### src/rtl/seg7_pkg.sv
// rtl/seg7_pkg.sv - shared nibble type, blank code and hex-to-segment decode for seg7_scan
package seg7_pkg;

  typedef logic [3:0] nibble_t;

  localparam logic [6:0] SEG_BLANK = 7'h7F;

  // Active-low {g,f,e,d,c,b,a}; lower-case b and d keep them distinct from 8 and 0.
  function automatic logic [6:0] hex_to_seg(input nibble_t n);
    logic [6:0] s;
    case (n)
      4'h0:    s = 7'h40;
      4'h1:    s = 7'h79;
      4'h2:    s = 7'h24;
      4'h3:    s = 7'h30;
      4'h4:    s = 7'h19;
      4'h5:    s = 7'h12;
      4'h6:    s = 7'h02;
      4'h7:    s = 7'h78;
      4'h8:    s = 7'h00;
      4'h9:    s = 7'h10;
      4'hA:    s = 7'h08;
      4'hB:    s = 7'h03;
      4'hC:    s = 7'h46;
      4'hD:    s = 7'h21;
      4'hE:    s = 7'h06;
      default: s = 7'h0E;
    endcase
    return s;
  endfunction

endpackage

### src/rtl/seg7_scan_if.sv
// rtl/seg7_scan_if.sv - load-side bus of seg7_scan: hex word, decimal points, load strobe, busy
interface seg7_scan_if #(
  parameter int DIGITS = 8
);
  logic [4*DIGITS-1:0] data_in;
  logic [DIGITS-1:0]   dp_in;
  logic                load;
  logic                busy;

  modport master (output data_in, output dp_in, output load, input busy);
  modport slave  (input data_in, input dp_in, input load, output busy);
endinterface

### src/rtl/seg7_tick.sv
// rtl/seg7_tick.sv - digit-slot divider: div_cnt runs 0..SCAN_DIV-1, slot_end flags the last count
module seg7_tick
  import seg7_pkg::*;
#(
  parameter int SCAN_DIV = 100000
) (
  input  logic clk,
  input  logic rst_n,
  output logic slot_end
);
  localparam int CW = $clog2(SCAN_DIV);
  localparam logic [CW-1:0] LAST = CW'(SCAN_DIV - 1);

  logic [CW-1:0] div_cnt;

  assign slot_end = (div_cnt == LAST);

  always_ff @(posedge clk or negedge rst_n) begin
    if (!rst_n) begin
      div_cnt <= '0;
    end else if (slot_end) begin
      div_cnt <= '0;
    end else begin
      div_cnt <= div_cnt + 1'b1;
    end
  end
endmodule

### src/rtl/seg7_scan.sv
// rtl/seg7_scan.sv - multiplexed 7-segment scanner with frame-synchronous commit; SEG7_LZB_EN adds leading-zero blanking
module seg7_scan
  import seg7_pkg::*;
#(
  parameter int DIGITS   = 8,
  parameter int SCAN_DIV = 100000
) (
  input  logic              CLK_in,
  input  logic              RST_n,
  seg7_scan_if.slave        bus,
  output logic [DIGITS-1:0] AN,
  output logic [6:0]        SEG,
  output logic              DP,
  output logic              frame_tick
);
  localparam int IW = (DIGITS > 1) ? $clog2(DIGITS) : 1;
  localparam logic [IW-1:0] LAST_IDX = IW'(DIGITS - 1);

  logic                slot_end;
  logic                frame_end;
  logic                busy;
  logic                wrap_q;
  logic [IW-1:0]       idx;
  logic [4*DIGITS-1:0] pend_data;
  logic [4*DIGITS-1:0] shown_data;
  logic [DIGITS-1:0]   pend_dp;
  logic [DIGITS-1:0]   shown_dp;
  logic [DIGITS-1:0]   blank;
  nibble_t             cur_nib;

  seg7_tick #(.SCAN_DIV(SCAN_DIV)) u_tick (
    .clk      (CLK_in),
    .rst_n    (RST_n),
    .slot_end (slot_end)
  );

  assign frame_end = slot_end && (idx == LAST_IDX);
  assign bus.busy  = busy;

  always_ff @(posedge CLK_in or negedge RST_n) begin
    if (!RST_n) begin
      idx <= '0;
    end else if (slot_end) begin
      idx <= frame_end ? '0 : idx + 1'b1;
    end
  end

  // Shown registers only change on the frame edge, so one frame never mixes two words.
  always_ff @(posedge CLK_in or negedge RST_n) begin
    if (!RST_n) begin
      pend_data  <= '0;
      pend_dp    <= '0;
      shown_data <= '0;
      shown_dp   <= '0;
      busy       <= 1'b0;
    end else if (frame_end) begin
      if (bus.load) begin
        shown_data <= bus.data_in;
        shown_dp   <= bus.dp_in;
      end else if (busy) begin
        shown_data <= pend_data;
        shown_dp   <= pend_dp;
      end
      busy <= 1'b0;
    end else if (bus.load) begin
      pend_data <= bus.data_in;
      pend_dp   <= bus.dp_in;
      busy      <= 1'b1;
    end
  end

`ifdef SEG7_LZB_EN
  // A digit blanks when it and every digit above it are zero; digit 0 always shows.
  for (genvar g = 0; g < DIGITS; g++) begin : g_blank
    if (g == 0) begin : g_lsd
      assign blank[g] = 1'b0;
    end else begin : g_upper
      assign blank[g] = ~|shown_data[4*DIGITS-1:4*g];
    end
  end
`else
  assign blank = '0;
`endif

  assign cur_nib = shown_data[4*idx +: 4];

  // frame_tick is delayed one extra stage so it lines up with AN returning to digit 0.
  always_ff @(posedge CLK_in or negedge RST_n) begin
    if (!RST_n) begin
      AN         <= '1;
      SEG        <= SEG_BLANK;
      DP         <= 1'b1;
      wrap_q     <= 1'b0;
      frame_tick <= 1'b0;
    end else begin
      AN         <= ~(DIGITS'(1) << idx);
      SEG        <= blank[idx] ? SEG_BLANK : hex_to_seg(cur_nib);
      DP         <= ~shown_dp[idx];
      wrap_q     <= frame_end;
      frame_tick <= wrap_q;
    end
  end
endmodule

### src/flat_wrapper.sv
// flat-port wrapper written by rule: the top's interface ports become plain ports
module seg7_scan_flat import seg7_pkg::*;
#(
  parameter int DIGITS   = 8,
  parameter int SCAN_DIV = 100000
)
  (CLK_in, RST_n, AN, SEG, DP, frame_tick, bus_data_in, bus_dp_in, bus_load, bus_busy);
  seg7_scan_if #(.DIGITS(DIGITS)) bus_i ();
  input  logic CLK_in;
  input  logic RST_n;
  output logic [DIGITS-1:0] AN;
  output logic [6:0] SEG;
  output logic DP;
  output logic frame_tick;
  input wire logic [$bits(bus_i.data_in)-1:0] bus_data_in;
  input wire logic [$bits(bus_i.dp_in)-1:0] bus_dp_in;
  input wire logic [$bits(bus_i.load)-1:0] bus_load;
  output wire logic [$bits(bus_i.busy)-1:0] bus_busy;
  assign bus_i.data_in = bus_data_in;
  assign bus_i.dp_in = bus_dp_in;
  assign bus_i.load = bus_load;
  assign bus_busy = bus_i.busy;
  seg7_scan #(.DIGITS(DIGITS), .SCAN_DIV(SCAN_DIV)) u_core (.CLK_in(CLK_in), .RST_n(RST_n), .bus(bus_i), .AN(AN), .SEG(SEG), .DP(DP), .frame_tick(frame_tick));
endmodule
### config.mk
export PLATFORM = sky130hd
export DESIGN_NAME = seg7_scan_flat
export DESIGN_NICKNAME = d
export VERILOG_FILES = /design/src/rtl/seg7_pkg.sv /design/src/rtl/seg7_scan_if.sv /design/src/rtl/seg7_tick.sv /design/src/rtl/seg7_scan.sv /design/src/flat_wrapper.sv
export SDC_FILE = /design/constraint.sdc
export NUM_CORES = 1
export LEC_CHECK = 0
export BUFFER_PORTS_ARGS = -buffer_cell sky130_fd_sc_hd__buf_4
export CAP_MARGIN = 20
export CORE_MARGIN = 10
export CORE_UTILIZATION = 53
export DETAILED_ROUTE_END_ITERATION = 7
export PLACE_DENSITY = 0.76
export SYNTH_ARGS = -nofsm -noshare
export SYNTH_HDL_FRONTEND = slang
export SYNTH_SLANG_ARGS = --single-unit
### constraint.sdc
create_clock -name CLK_in -period 2.2 [get_ports CLK_in]
set_input_delay 0.55 -clock CLK_in [delete_from_list [all_inputs] [get_ports CLK_in]]
set_output_delay 0.55 -clock CLK_in [all_outputs]
set_load 0.02 [all_outputs]
==> Flow_metrics.wiki, run 1 <==
{| class="wikitable"
! Metric !! Value
|-
| Number of remaining DRC errors || 0
|-
| Number of unique standard cell types used by synthesis || 43
|-
| Total internal power || between 4 and 5 mW
|-
| Global-route wire length before repair || 18700 microns
|-
| Total placed cells including tap cells || ~600
|-
| Startpoint of the worst-slack reg-to-reg timing path || u_core.idx[0]
|-
| Library cell with the largest summed area after synthesis || sky130_fd_sc_hd__dfrtp_1
|-
| Critical path peak fanout || 4
|-
| Setup slack of the worst register-to-register path || approximately 0.076 ns
|-
| DPL Wire Length || between 7000 and 8000 microns
|-
| Path type of the worst min-delay path || primary input to async pin
|-
| Routed via count divided by cell count || 5.32
|-
| Clock transition at the registers of the reported paths || about 0.050 ns
|-
| Clk Latency, worst-skew pair || 0.52 ns
|-
| Relative slew margins || 75.1%
|-
| Initial cell density of the core || 53.9%
|-
| Leading cell type in the layout, fill and taps excluded || sky130_fd_sc_hd__dfrtp_1
|-
| Clock Skews || 0.00892 ns
|-
| CTS sink cnt || 119
|-
| Longest Clk Path Bufs || 2
|-
| Number of cells on the worst reg-to-reg path || 7
|-
| Leakage power figure || between 3 and 4 nW
|-
| Setup slack after placement || roughly 0.0036 ns
|-
| DIE HEIGHT || 125 microns
|-
| Antenna Cells || 0
|-
| Final WS setup || ~0.076 ns
|-
| Library cell used as clock root buffer || sky130_fd_sc_hd__clkbuf_8
|-
| Count of warnings emitted by yosys || 0
|-
| Count of vias placed by the detailed router || 3335
|-
| Number of detailed-route iterations in the first pass || 4
|-
| Starting DRC count in detailed routing || 145
|-
| Overflow left after global routing || 0
|-
| Proportion of synthesized chip area in sequential cells || 51.6%
|-
| Max Fclk || 471 MHz
|-
| Outcome || finished, final reports clean
|-
| Endpoints failing hold || 0
|-
| Total of flip-flops plus latches after synthesis || roughly 120
|-
| Final critical delay including setup and external delays || roughly 2.1 ns
|-
| Final clock period utilization by the worst path || 96.5%
|-
| Power per cell area || 786 nW/um^2
|-
| Mean instance size in the synthesized netlist || about 15 sq um
|-
| Startpoint types || flip-flop
|-
| Hold bufs inserted after CTS || 0
|-
| Synth area leaders || sky130_fd_sc_hd__dfrtp_1, sky130_fd_sc_hd__mux2_2, sky130_fd_sc_hd__mux2_4
|-
| Setup Crit Path Kind || flip-flop to flip-flop
|-
| Sum of routed wire length over all layers || approximately 11000 microns
|-
| Number of setup violations in the final report || 0
|-
| Share of the synthesized area in the top cell type || between 40% and 50%
|-
| TritonCTS Buffers || 17
|-
| Max-cap viol count || 0
|-
| Final nets || 529
|-
| Combined area of all synthesized cells || 5810 sq um
|-
| Routed length per instance || between 15 and 20 microns
|-
| Final number of max-transition violations || 0
|-
| Initial antenna violation count || 0
|-
| Layout overhead on the synthesized area || 23.4%
|-
| Critical Path RT || 2.64 ns
|-
| Core footprint || between 10000 and 15000 sq um
|-
| End of the worst register-to-register path || u_core.SEG[4]
|-
| Share of power burned in the clock network || approximately 50%
|-
| Worst ir drop on vdd || 0.488 mV
|-
| Final standard cell count with taps included and fillers excluded || 627
|-
| Critical path capture point type || flip-flop
|-
| Net count after synthesis || 444
|-
| Maximum number of pins on one net before global-route repair || 66
|-
| Switching part of the total power || roughly a fifth
|-
| Fraction of final layout cells sized beyond drive strength 1 || 57.5%
|-
| Power spent charging and discharging nets || 1.17 mW
|-
| Number of H-tree levels || 4
|-
| Filler instances || 745
|-
| Boundary Pins || 61
|-
| Arrival time at the worst endpoint || 2.57 ns
|-
| Overall die area || roughly 16000 sq um
|-
| Number of instances in the synthesized netlist || between 300 and 400
|-
| Vias in the first global route || about 3.7k
|-
| Row Count || 38
|-
| Commonest non-fill, non-tap cells in the layout || sky130_fd_sc_hd__dfrtp_1, sky130_fd_sc_hd__mux2_2, sky130_fd_sc_hd__buf_4, sky130_fd_sc_hd__mux2_4
|-
| Global-route usage over all layers || 14.8%
|-
| Width of the chip || 125 microns
|-
| TritonCTS clock tree || built
|-
| Register share of total power || 41.9%
|-
| Post-route ant nets || 0
|-
| I/O Buffers || 60
|-
| Gate power share || 8.2%
|-
| Final estimated routing congestion in global placement || around 0.8
|-
| Worst-margin pin slew || about 0.37 ns
|}
-- how the worst max path moves through the flow --
stage	from	endpoint	slack, ns	cells past startpoint
finish	u_core.idx[0]	u_core.SEG[4]	0.08	7
global route	u_core.idx[0]	u_core.SEG[5]	-0.005	7
CTS	u_core.idx[0]	u_core.SEG[5]	0.008	7
detailed placement	u_core.idx[0]	u_core.SEG[4]	0.004	7
global placement	u_core.idx[0]	u_core.SEG[5]	0.09	7
floorplan	u_core.idx[0]	u_core.SEG[0]	0.03	7
-- cell usage after synthesis --
cell and n:
sky130_fd_sc_hd__inv_1 12, sky130_fd_sc_hd__dfrtp_1 103, sky130_fd_sc_hd__nor4b_4 1, sky130_fd_sc_hd__o21ai_0 5, sky130_fd_sc_hd__o21ai_1 2, sky130_fd_sc_hd__nand4b_4 1
sky130_fd_sc_hd__nand4_2 1, sky130_fd_sc_hd__o2bb2ai_1 1, sky130_fd_sc_hd__nor3b_1 1, sky130_fd_sc_hd__buf_4 2, sky130_fd_sc_hd__buf_2 4, sky130_fd_sc_hd__or3_2 1
sky130_fd_sc_hd__nor2b_1 1, sky130_fd_sc_hd__nor2_1 15, sky130_fd_sc_hd__mux4_2 10, sky130_fd_sc_hd__and4b_2 1, sky130_fd_sc_hd__a22o_1 2, sky130_fd_sc_hd__dlygate4sd1_1 4
sky130_fd_sc_hd__or3_1 3, sky130_fd_sc_hd__o31ai_1 2, sky130_fd_sc_hd__nor3_1 3, sky130_fd_sc_hd__mux2_2 83, sky130_fd_sc_hd__buf_6 2, sky130_fd_sc_hd__nand3_1 10
sky130_fd_sc_hd__mux2i_4 2, sky130_fd_sc_hd__a21oi_1 1, sky130_fd_sc_hd__a211o_1 1, sky130_fd_sc_hd__and2_2 1, sky130_fd_sc_hd__mux2_4 40, sky130_fd_sc_hd__ha_1 12
sky130_fd_sc_hd__nand2_1 8, sky130_fd_sc_hd__xor2_1 7, sky130_fd_sc_hd__nand4_1 3, sky130_fd_sc_hd__nor4_1 1, sky130_fd_sc_hd__or4_1 1, sky130_fd_sc_hd__buf_1 1
sky130_fd_sc_hd__clkbuf_1 3, sky130_fd_sc_hd__xnor2_1 7, sky130_fd_sc_hd__and4bb_2 2, sky130_fd_sc_hd__and3_1 1, sky130_fd_sc_hd__buf_12 4, sky130_fd_sc_hd__mux2i_1 8
sky130_fd_sc_hd__dfstp_2 16
-- power by group through the flow --
stage	clock network, mW	logic, mW	registers (mW)
3_3_place_gp	0	0.446	2.39
3_5_place_dp	0	0.459	2.40
6_report	2.81	0.460	2.36
2_1_floorplan	0	0.267	2.39
5_1_grt	2.98	0.504	2.38
4_1_cts	2.87	0.465	2.36
-- critical path: stages (launching register included) --
cell and delay, ns:
sky130_fd_sc_hd__dfrtp_1 0.40, sky130_fd_sc_hd__buf_6 0.14, sky130_fd_sc_hd__mux4_2 0.55, sky130_fd_sc_hd__mux2i_4 0.21
sky130_fd_sc_hd__inv_1 0.09, sky130_fd_sc_hd__ha_1 0.24, sky130_fd_sc_hd__mux2_2 0.28, sky130_fd_sc_hd__o21ai_1 0.14
-- state kept, by name (all words and copies together) (netlist names) --
register               flops
u_core.pend_data          32
u_core.DP                  1
u_core.pend_dp             8
u_core.u_tick.div_cnt     17
u_core.bus.busy            1
u_core.wrap_q              1
u_core.shown_data         32
u_core.AN                  8
u_core.SEG                 7
u_core.frame_tick          1
u_core.idx                 3
u_core.shown_dp            8
-- logic make-up after synthesis --
logic type | synth area share (%)
AOI/OAI and AO/OA | 1.55
xor gates and xnor gates | 2.11
adders and majority gates | 2.58
buffers and inverters | 4.00
DFF | 51.6
muxes | 32.4
and+or+nand+nor | 5.75
-- through the flow --
| stage | area [sq um] | setup TNS [ns] | hold slack [ns] | util [%] | power [mW] |
|---|---|---|---|---|---|
| global route | 7170 | -0.00478 | 0.0288 | 66.5 | 5.86 |
| CTS | 7120 | 0 | 0.0236 | 65.9 | 5.70 |
| detailed placement | 6500 | 0 | 0.347 | 60.2 | 2.86 |
| global placement | 6500 | 0 | 0.338 | 60.2 | 2.84 |
| floorplan | 5820 | 0 | 0.254 | - | 2.66 |
| finish | 7170 | 0 | 0.0197 | 66.5 | 5.64 |
-- area by class of cell --
type                    count  area [sq um]  share of cell area (%)
clock inverters            10           153                    2.13
inverters                  12          45.0                   0.628
repair buffers             86           719                    10.0
multi-input cells         238          2630                    36.7
flip-flops and latches    119          3000                    41.8
clock buffers              22           453                    6.32
well taps                 140           175                    2.44
-- per-layer routing --
layer | wire length (microns) | part of all wire, % | up-vias | GRT usage (%)
li1 | - | - | 1564 | -
met1 | 5060 | 46 | 1702 | 17.8
met5 | 0 | 0 | - | 0
met2 | 5430 | 49 | 58 | 24.0
met4 | 125 | 1.1 | 0 | 4.32
met3 | 417 | 3.8 | 11 | 5.83
-- repair_timing --
| action | in CTS | in global routing |
|---|---|---|
| setup buffers | 0 | 3 |
| pin swaps | 0 | 1 |
| setup endpoints to repair | 1 | 46 |
| resized for setup | 1 | 9 |
| hold endpoints to repair | 0 | 0 |
No activity file was read; power rests on OpenSTA's default activity.
==> run 2, diff against run 1 <==
ABC_AREA = 1   (was default)
==> run 2 against run 1 <==
Cell count increased by 54%. Combinational power decreased by 31%. Register-to-register slack improved by 0.11 ns. Hold slack improved by 0.053 ns. Non-clock buffer count decreased by 7. Critical endpoint is now u_core.SEG[3]. Largest power group unchanged.
==> Flow_metrics.wiki, run 2 <==
{| class="wikitable"
! Metric !! Value
|-
| Leakage power figure || 3.77 nW
|-
| Routed length per instance || ~14 microns
|-
| Final WS setup || 0.184 ns
|-
| Commonest non-fill, non-tap cells in the layout || sky130_fd_sc_hd__nand2_1, sky130_fd_sc_hd__dfrtp_1, sky130_fd_sc_hd__nand3_1, sky130_fd_sc_hd__inv_1, sky130_fd_sc_hd__buf_4
|-
| Dominant cell type by count on the critical path || sky130_fd_sc_hd__nand3_1
|-
| Boundary Pins || 61
|-
| Setup Crit Path Kind || flip-flop to flip-flop
|-
| Placed inst area || 6580 sq um
|-
| Synth area leaders || sky130_fd_sc_hd__dfrtp_1, sky130_fd_sc_hd__nand2_1, sky130_fd_sc_hd__nand3_1
|-
| Worst-margin pin slew || 0.457 ns
|-
| Clock Skews || approximately 0.0084 ns
|-
| Row Count || 38
|-
| Mean instance size in the synthesized netlist || 7.94 sq um
|-
| Register share of total power || 42.4%
|-
| Switching part of the total power || between 20% and 30%
|-
| Power spent charging and discharging nets || roughly 1.3 mW
|-
| Critical path peak fanout || 12
|-
| Top FF cell, synth || sky130_fd_sc_hd__dfrtp_1
|-
| Count of vias placed by the detailed router || 5003
|-
| TritonCTS clock tree || built
|-
| Longest Clk Path Bufs || 2
|-
| Gate power share || 5.9%
|-
| Global-route usage over all layers || 17.7%
|-
| Master of the slowest instance on the critical path || sky130_fd_sc_hd__dfrtp_1
|-
| Proportion of synthesized chip area in sequential cells || 50.2%
|-
| Fraction of final layout cells sized beyond drive strength 1 || 19.7%
|-
| Final sum of negative setup slack || 0 ns
|-
| DIE HEIGHT || 126 microns
|-
| Final nets || 868
|-
| Global-route wire length before repair || 23500 microns
|-
| Power per cell area || roughly 750 nW/um^2
|-
| Net count after synthesis || 808
|-
| Number of flops mapped to enable cells by yosys || 0
|-
| Share of power burned in the clock network || 51.7%
|-
| Total of flip-flops plus latches after synthesis || roughly 120
|-
| DPL Wire Length || 9260 microns
|-
| Starting DRC count in detailed routing || 444
|-
| Width of the chip || 126 microns
|-
| Total buffers and inverters traversed by the critical path || 2
|-
| Overall die area || about 16000 sq um
|-
| Share of the synthesized area in the top cell type || 43.1%
|-
| Final clock period utilization by the worst path || 91.6%
|-
| CTS sink cnt || around 120
|-
| Final critical delay including setup and external delays || 2.02 ns
|-
| Antenna Cells || 0
|-
| Initial cell density of the core || ~55%
|-
| Number of setup violations in the final report || 0
|-
| Maximum number of pins on one net before global-route repair || 82
|-
| Number of remaining DRC errors || 0
|-
| I/O Buffers || 60
|-
| Leading cell type in the layout, fill and taps excluded || sky130_fd_sc_hd__nand2_1
|-
| Outcome || finished, final reports clean
|-
| Layout overhead on the synthesized area || 20.8%
|-
| Critical Path RT || between 2 and 3 ns
|-
| Top-count cell post-synth || sky130_fd_sc_hd__nand2_1
|-
| Core footprint || 10900 sq um
|-
| Hold WS || 0.0730 ns
|-
| Total placed cells including tap cells || between 900 and 1k
|-
| Filler instances || 899
|-
| Post-route ant nets || 0
|-
| Most frequent cells after synthesis || sky130_fd_sc_hd__nand2_1, sky130_fd_sc_hd__dfrtp_1, sky130_fd_sc_hd__nand3_1
|-
| Number of unique standard cell types used by synthesis || 31
|-
| Final standard cell count with taps included and fillers excluded || slightly below 1k
|-
| Critical path capture point type || flip-flop
|-
| Startpoint types || flip-flop
|-
| RSZ-0062 raised after global routing || false
|-
| Library cell with the largest summed area after synthesis || sky130_fd_sc_hd__dfrtp_1
|-
| Count of warnings emitted by yosys || 0
|-
| Total internal power || 4.13 mW
|-
| Combined area of all synthesized cells || 5980 sq um
|-
| Delay-heaviest family, CP || simple AND/OR/NAND/NOR gates
|-
| Critical Path, Cell by Cell || clkinvlp_4, buf_4, nand2_1, nand3_1, nand3_1, nand2_1, ha_1, nand3_1, nand3_1, nand2_1
|-
| Post-layout power || 5.40 mW
|-
| Vias in the first global route || about 5.1k
|-
| Synth async-reset ratio || between 90% and 100%
|-
| Arrival time at the worst endpoint || 2.36 ns
|-
| Library cell used as clock root buffer || sky130_fd_sc_hd__clkbuf_16
|-
| Relative slew margins || 69.4%
|-
| Endpoints failing hold || 0
|-
| Clk Latency, worst-skew pair || 0.43 ns
|-
| Sum of routed wire length over all layers || 13400 microns
|-
| Overflow left after global routing || 0
|-
| Max-cap viol count || 0
|-
| Delay contributed by the slowest stage of the critical path || 0.45 ns
|-
| Worst ir drop on vdd || 0.731 mV
|-
| Final estimated routing congestion in global placement || 0.909
|-
| Final design utilization || 66.1%
|-
| Routed via count divided by cell count || about 5.2
|-
| Final number of max-transition violations || 0
|-
| Initial antenna violation count || 0
|-
| Number of detailed-route iterations in the first pass || 5
|-
| Largest regs || u_core.pend_data: 32 flops, u_core.shown_data: 32 flops, u_core.u_tick.div_cnt: 17 flops
|-
| Number of H-tree levels || 4
|-
| Setup slack after placement || between 0.15 and 0.2 ns
|-
| Number of instances in the synthesized netlist || ~750
|-
| Path type of the worst min-delay path || primary input to async pin
|-
| Clock transition at the registers of the reported paths || 0.05 ns
|-
| Post-Layout Inst Area || 7220 sq um
|-
| TritonCTS Buffers || 17
|-
| Max Fclk || 496 MHz
|}
[run 2: changes by cell type after synthesis, sizes merged, moves of 10 or more]
cell	previous run	this run
mux2i	10	0
nor2	15	56
nand2	8	244
a21oi	1	33
clkbuf	3	15
mux2	123	12
mux4	10	0
inv	12	84
nand3	10	94
buf	13	23
o21ai	7	39
[run 2: area by class of cell]
class / instances / area [sq um] / share of cell area (%)
clock buffer: 19 / 453 / 6.27
clock inverter: 13 / 145 / 2.01
inverter: 85 / 327 / 4.52
multi-input combinational: 511 / 2470 / 34.2
sequential: 119 / 3000 / 41.5
tap: 140 / 175 / 2.43
timing repair buffer: 79 / 656 / 9.08
[run 2: path summary, 6_finish.rpt]
kind,slack [ns],from,depth (start not counted),endpoint
min in group CLK_in,0.35,u_core.wrap_q,0,u_core.frame_tick
max,0.18,u_core.idx[0],10,u_core.SEG[3]
max in group asynchronous,1.48,RST_n,2,u_core.idx[1]
max reg2reg,0.18,u_core.idx[0],10,u_core.SEG[3]
min reg2reg,0.35,u_core.wrap_q,0,u_core.frame_tick
min,0.07,RST_n,1,u_core.u_tick.div_cnt[12]
[run 2: kinds of logic after synthesis]
family | synth area share, %
buf+inv | 8.54
compound gates | 6.95
flops | 50.2
xor+xnor | 0.879
simple gates | 28.7
mux | 2.26
fa+ha+maj | 2.51
[run 2: power groups by stage]
stage          Combinational, mW  Clock [mW]  Sequential, mW
2_1_floorplan              0.175           0            2.32
3_3_place_gp               0.307           0            2.32
3_5_place_dp               0.320           0            2.33
4_1_cts                    0.323        2.82            2.29
5_1_grt                    0.363        2.94            2.30
6_report                   0.316        2.79            2.29
[run 2: metal layers]
layer | up-vias | routed length, microns | track usage, % | part of all wire (%)
met5 | - | 0 | 0 | 0
met4 | 0 | 203 | 5.63 | 1.5
met3 | 22 | 648 | 6.12 | 4.8
met2 | 122 | 6590 | 28.3 | 49
met1 | 2362 | 6000 | 21.9 | 45
li1 | 2497 | - | - | -
[run 2: repair_timing]
action                                  in CTS  in global routing
endpoints found under the setup margin       0                  6
hold buffers                                 0                  0
gates resized for setup                      0                  3
buffers inserted                             0                  5
